$ cat config.mk
export PLATFORM = sky130hd
export DESIGN_NAME = fp_normalize_round
export DESIGN_NICKNAME = d
export VERILOG_FILES = /design/src/rtl/fp_pkg.sv /design/src/rtl/fp_round.sv /design/src/rtl/fp_normalize_round.sv
export SDC_FILE = /design/constraint.sdc
export NUM_CORES = 1
export LEC_CHECK = 0
export ABC_AREA = 1
export BUFFER_PORTS_ARGS = -buffer_cell sky130_fd_sc_hd__buf_2
export CORE_UTILIZATION = 58
export DETAILED_ROUTE_END_ITERATION = 16
export GPL_ROUTABILITY_DRIVEN = 0
export PLACE_DENSITY = 0.84
export SYNTH_ARGS = -nofsm -noshare
export SYNTH_HDL_FRONTEND = slang
export SYNTH_SLANG_ARGS = --single-unit
$ cat constraint.sdc
create_clock -name clk -period 2.9 [get_ports clk]
set_input_delay 0.145 -clock clk [delete_from_list [all_inputs] [get_ports clk]]
set_output_delay 0.145 -clock clk [all_outputs]
set_load 0.02 [all_outputs]
$ cat src/rtl/fp_pkg.sv
// rtl/fp_pkg.sv - shared fp32 types and constants for the normalize/round pipeline
package fp_pkg;

    typedef struct packed {
        logic        sign;
        logic [7:0]  exp;
        logic [22:0] frac;
    } fp32_t;

    localparam int EXP_MAX = 255;
    localparam int MANT_W  = 23;
    localparam int GRS_W   = 3;
    localparam int LZ_ZERO = 27;

    localparam int SIG_W = MANT_W + 1 + GRS_W;
    localparam int EXP_W = 10;

endpackage

$ cat src/rtl/fp_round.sv
// rtl/fp_round.sv - round-to-nearest-even and pack of a normalized 27-bit significand
module fp_round
    import fp_pkg::*;
(
    input  logic                    sign,
    input  logic [SIG_W-1:0]        sig,
    input  logic signed [EXP_W-1:0] exp,
    output fp32_t                   result,
    output logic                    overflow,
    output logic                    underflow,
    output logic                    inexact
);

    localparam logic signed [EXP_W-1:0] EXP_INF = EXP_W'(EXP_MAX);

    logic                    round_up;
    logic [MANT_W+1:0]       sum;
    logic signed [EXP_W-1:0] exp_r;

    assign round_up = sig[2] & (sig[1] | sig[0] | sig[3]);
    assign sum      = {1'b0, sig[SIG_W-1:GRS_W]} + {{MANT_W+1{1'b0}}, round_up};
    // a carry out of the 24-bit significand leaves sum[22:0] all zero
    assign exp_r    = exp + $signed({{EXP_W-1{1'b0}}, sum[MANT_W+1]});

    always_comb begin
        result    = '0;
        overflow  = 1'b0;
        underflow = 1'b0;
        inexact   = 1'b0;
        if (sig == '0) begin
            result = '0;
        end else if (exp[EXP_W-1] || exp == '0) begin
            result.sign = sign;
            underflow   = 1'b1;
            inexact     = 1'b1;
        end else if (exp_r >= EXP_INF) begin
            result.sign = sign;
            result.exp  = 8'hFF;
            overflow    = 1'b1;
            inexact     = 1'b1;
        end else begin
            result.sign = sign;
            result.exp  = exp_r[7:0];
            result.frac = sum[MANT_W-1:0];
            inexact     = |sig[GRS_W-1:0];
        end
    end

endmodule

$ cat src/rtl/fp_normalize_round.sv
// rtl/fp_normalize_round.sv - two-stage valid/ready normalize (S1) and round/pack (S2) pipeline
module fp_normalize_round
    import fp_pkg::*;
(
    input  logic        clk,
    input  logic        rst_n,
    input  logic        in_valid,
    output logic        in_ready,
    input  logic        in_sign,
    input  logic [7:0]  in_exp,
    input  logic [26:0] in_mant,
    input  logic        in_carry,
    input  logic [4:0]  in_shift,
    output logic        out_valid,
    input  logic        out_ready,
    output logic [31:0] out_result,
    output logic        out_overflow,
    output logic        out_underflow,
    output logic        out_inexact
);

    logic                    s1_valid;
    logic                    s1_sign;
    logic [SIG_W-1:0]        s1_sig;
    logic signed [EXP_W-1:0] s1_exp;

    logic                    s2_en;
    logic [SIG_W-1:0]        norm_sig;
    logic signed [EXP_W-1:0] norm_exp;

    fp32_t rnd_result;
    logic  rnd_overflow;
    logic  rnd_underflow;
    logic  rnd_inexact;

    assign s2_en    = !out_valid || out_ready;
    assign in_ready = !s1_valid || s2_en;

    // zero and flush-to-zero cases fall out of the shifted significand / exponent sign in fp_round
    always_comb begin
        norm_sig = '0;
        norm_exp = '0;
        if (in_carry) begin
            norm_sig = {1'b1, in_mant[26:2], in_mant[1] | in_mant[0]};
            norm_exp = $signed({2'b00, in_exp}) + 10'sd1;
        end else begin
            norm_sig = (in_shift >= 5'(LZ_ZERO)) ? '0 : (in_mant << in_shift);
            norm_exp = $signed({2'b00, in_exp}) - $signed({5'b00000, in_shift});
        end
    end

    always_ff @(posedge clk or negedge rst_n) begin
        if (!rst_n) begin
            s1_valid <= 1'b0;
            s1_sign  <= 1'b0;
            s1_sig   <= '0;
            s1_exp   <= '0;
        end else if (in_ready) begin
            s1_valid <= in_valid;
            if (in_valid) begin
                s1_sign <= in_sign;
                s1_sig  <= norm_sig;
                s1_exp  <= norm_exp;
            end
        end
    end

    fp_round u_round (
        .sign      (s1_sign),
        .sig       (s1_sig),
        .exp       (s1_exp),
        .result    (rnd_result),
        .overflow  (rnd_overflow),
        .underflow (rnd_underflow),
        .inexact   (rnd_inexact)
    );

    always_ff @(posedge clk or negedge rst_n) begin
        if (!rst_n) begin
            out_valid     <= 1'b0;
            out_result    <= '0;
            out_overflow  <= 1'b0;
            out_underflow <= 1'b0;
            out_inexact   <= 1'b0;
        end else if (s2_en) begin
            out_valid <= s1_valid;
            if (s1_valid) begin
                out_result    <= rnd_result;
                out_overflow  <= rnd_overflow;
                out_underflow <= rnd_underflow;
                out_inexact   <= rnd_inexact;
            end
        end
    end

endmodule

==> impl_metrics.csv <==
group,metric,value,unit
yosys,netlist_area,5620,um2
placed_design,dp_hpwl,11400,um
routing,drcViolationCount,0,
routing,highest-signal-layer,"met4",
yosys,muxShareOfSynthArea,0,%
clocking,clkSlewWorstSetupHoldPaths,0.07,ns
timing,setup-violations-final,21,
yosys,ys_types,38,
grt,gr-total-overflow,0,
yosys,netlist_instances,860,
die,rows,35,
yosys,synthAdderAreaFrac,2.36,%
timing,rsz0062_at_grt,"true",
layout,final_design_area_no_fill,6720,um2
yosys,ff_latch_count_synth,75,
flow_run,max_cap_violations,0,
yosys,synth_warnings,0,
yosys,synth_enable_flop_cells,0,
grt,largest_net_degree_at_the_start_of_global_routing,42,
clocking,h_tree_levels,3,
timing,finalHoldViolations,0,
yosys,largest_family_of_logic_cells_by_synthesized_area,"simple AND/OR/NAND/NOR gates",
timing,timing.slew.headroom,39.0,%
timing,period_share,102,%
worst_hold_path,hold_removal_path_class,"in -> reg",
layout,layout-drive-gt1-share,19.2,%
timing,fin_ws,-0.0697,ns
routing,initialDrtViolationCount,481,
timing,worst_pin_slew,0.911,ns
timing,final_report_max_slew_violation_count,0,
die,floorplan.die.height,100,um
routing,via_per_inst,5.85,
power_and_ir_drop,pwr_density_cell,601,nW/um2
grt,grt_pass1_wl,25700,um
clocking,cts_max_path_buffers,2,
run_status,violated_checks,"negative setup slack",
yosys,synth-xor-area-share,2.65,%
clocking,cts_buffer_count,9,
yosys,postSynthNetCount,916,
yosys,compound_gate_fraction_of_synth_area,12.5,%
setup_path,cp_slowest_cell,"dfrtp_1",
die,top_level_ports,83,
timing,fin_crit,2.97,ns
layout,filler_cell_count,760,
yosys,ys.flop_type,"dfrtp_1",
timing,finalHoldWorstSlack,0.0741,ns
routing,antenna_violating_nets_post_route,0,
routing,route.vias.total,6278,
clocking,clock_sink_count,75,
routing,wirelength,16300,um
timing,worst_clock_skew,0.0105,ns
timing,tns,-0.886,ns
die,die-width,100,um
layout,synth_to_layout_area_growth,19.5,%
placed_design,numPortBuffers,82,
die,fp.coreArea,9330,um2
setup_path,timing_worst_setup_path_type,"reg -> reg",
routing,drt-wirelength-per-cell,15.2,um
setup_path,critPathLaunchType,"flip-flop",
setup_path,largest_stage_delay_on_the_critical_path,0.43,ns
setup_path,worstPathArrival,3.20,ns
setup_path,critical_path.n_buffers_inverters,2,
layout,number_of_diodes_added_for_antenna_fixing,0,
setup_path,end_kind,"flip-flop",
placed_design,place_worst_setup_slack,-0.0816,ns
yosys,synth_seq_area_share,33.4,%
setup_path,worst-path-max-fanout,8,
yosys,simple_logic_cell_fraction_of_the_synthesized_area,42.0,%
clocking,cts_root_buffer,"clkbuf_8",
setup_path,worstPathRequired,3.13,ns
timing,fmax,0.337,GHz
grt,grt_util_all_layers,32.0,%
routing,total_length_of_routed_met2_wires,7560,um
clocking,tritoncts_clock_tree,"yes",
power_and_ir_drop,p_leak,0.00333,uW
grt,grt_pass1_vias,5502,
run_status,outcome,"complete, but fails checks",
layout,num-nets-final,997,
setup_path,path_delay_family,"simple AND/OR/NAND/NOR gates",
routing,met3RoutedLength,1240,um
setup_path,crit_top_cell,"nand2_1",
clocking,worst_skew_pair.late_latency,0.36,ns
die,die-area,10100,um2
yosys,syn_avg_cell_area,6.54,um2
setup_path,crit_chain,"nand2_2, nor2_4, nand2_4, inv_4, nand2_4, nor2_4, nand4_1, nor4_2, buf_4, ha_4, nand2_2, nor2_4, nand2_1, nand2_1, nand2_1, nor2_1, nand2_1, nand2_4, nand2_8, nand2_8, o21ai_2",
die,initial_utilization,60.3,%
yosys,asyncSetResetFlopFracSynth,100,%
routing,drtPass1Iterations,5,
routing,met1Wirelength,7010,um
placed_design,detailed_place.area,6150,um2
grt,grt_antenna_before_repair,0,
power_and_ir_drop,vdd.ir_drop.worst,0.294,mV
[metal layers]
layer,GRT usage (%),vias up
met5,0,-
met4,14.0,0
met3,2.57,41
met2,50.6,313
met1,45.1,2867
li1,-,3057
[worst min-delay path: stages]
cell,delay (ns)
buf_2,0.08
inv_1,0.04
nand2_1,0.07
nand2_1,0.06
[cell type report]
cell class / instances / area (um2) / share of cell area [%]
inverter: 54 / 205 / 3.05
multi-input combinational: 690 / 3580 / 53.3
sequential: 75 / 1880 / 27.9
clock inverter: 4 / 97.6 / 1.45
tap: 129 / 161 / 2.40
clock buffer: 11 / 151 / 2.25
timing repair buffer: 111 / 646 / 9.61
[report_power, final]
part           total [uW]  switching (uW)  internal, uW
clock                 987             373           614
combinational        1540            1010           533
sequential           1510             208          1300
[cells in the final DEF, fill, tap and decap left out, types with 2 or more instances in the layout]
cell,instances
nand4_1,16
nor3_1,4
inv_1,49
nand3_2,6
ha_4,3
o21ai_0,31
nand2_8,3
nand2_2,7
nor2_2,2
nor2_1,74
a22oi_1,5
o21ai_2,17
clkinv_1,2
a31oi_1,4
ha_1,6
buf_2,82
bufinv_16,3
dfrtp_1,75
nand2_4,4
nand2_1,242
xnor2_1,2
xor2_1,13
a21oi_1,56
buf_4,26
nand3_4,2
inv_2,2
dlygate4sd3_1,2
nor2_4,4
nand3_1,169
clkbuf_8,11
o211ai_1,8
[flip-flops by register name, indices dropped and copies added (netlist names)]
name	count
s1_valid	1
out_overflow	1
out_result	32
out_inexact	1
s1_sign	1
s1_exp	10
s1_sig	27
out_valid	1
out_underflow	1
[worst paths after layout]
kind | from | to | slack, ns | depth (start not counted)
max | s1_sig[7] | out_result[5] | -0.07 | 21
max reg2reg | s1_sig[7] | out_result[5] | -0.07 | 21
max in group asynchronous | rst_n | s1_sig[12] | 1.82 | 3
min in group asynchronous | rst_n | out_result[23] | 0.39 | 2
min reg2reg | out_overflow | out_overflow | 0.48 | 2
min | out_ready | out_valid | 0.07 | 4
[kinds of logic (layout without fill, tap and decap cells)]
kind of cell / count (synthesis) / count (layout)
xor gates and xnor gates: 17 / 17
and+or+nand+nor: 537 / 539
adders and majority gates: 10 / 10
AOI/OAI and AO/OA: 124 / 124
buffers and inverters: 97 / 180
DFF: 75 / 75
[metrics by stage]
stage | instances | utilization [%] | power (uW)
6_report | 1074 | 72.0 | 4040
5_1_grt | 1074 | 72.0 | 4270
4_1_cts | 1064 | 69.1 | 3910
3_5_place_dp | 1047 | 66.0 | 2910
3_3_place_gp | 1047 | 66.0 | 2870
2_1_floorplan | 860 | - | 2450
[synthesized netlist by cell type (2+ instances only)]
library cell / instances / area [um2]
buf_4: 2 / 15.0
nor4_1: 2 / 12.5
buf_2: 14 / 70.1
nand4_1: 16 / 100
dfrtp_1: 75 / 1880
clkbuf_1: 20 / 75.1
nand3_1: 175 / 876
buf_1: 6 / 22.5
inv_1: 51 / 191
o211ai_1: 8 / 60.1
a31oi_1: 4 / 25.0
nor2_2: 2 / 12.5
nor2_4: 2 / 22.5
nor2_1: 76 / 285
nand2_1: 248 / 931
a22oi_1: 5 / 37.5
a21oi_1: 56 / 280
nor3_1: 4 / 20.0
o21ai_2: 10 / 87.6
nand3_2: 2 / 20.0
xor2_1: 15 / 131
nand2_4: 2 / 22.5
clkinv_1: 2 / 7.51
o21ai_0: 37 / 185
nand2_2: 4 / 25.0
ha_1: 9 / 113
xnor2_1: 2 / 17.5
[what timing repair did]
action / CTS / global route
endpoints found under the setup margin: 16 / 33
buffers inserted: 0 / 8
gates resized for setup: 3 / 47
pin swaps: 0 / 15
gates cloned: 0 / 2
hold buffers: 2 / 0
endpoints found under the hold margin: 35 / 0
No activity file was read; power rests on OpenSTA's default activity.
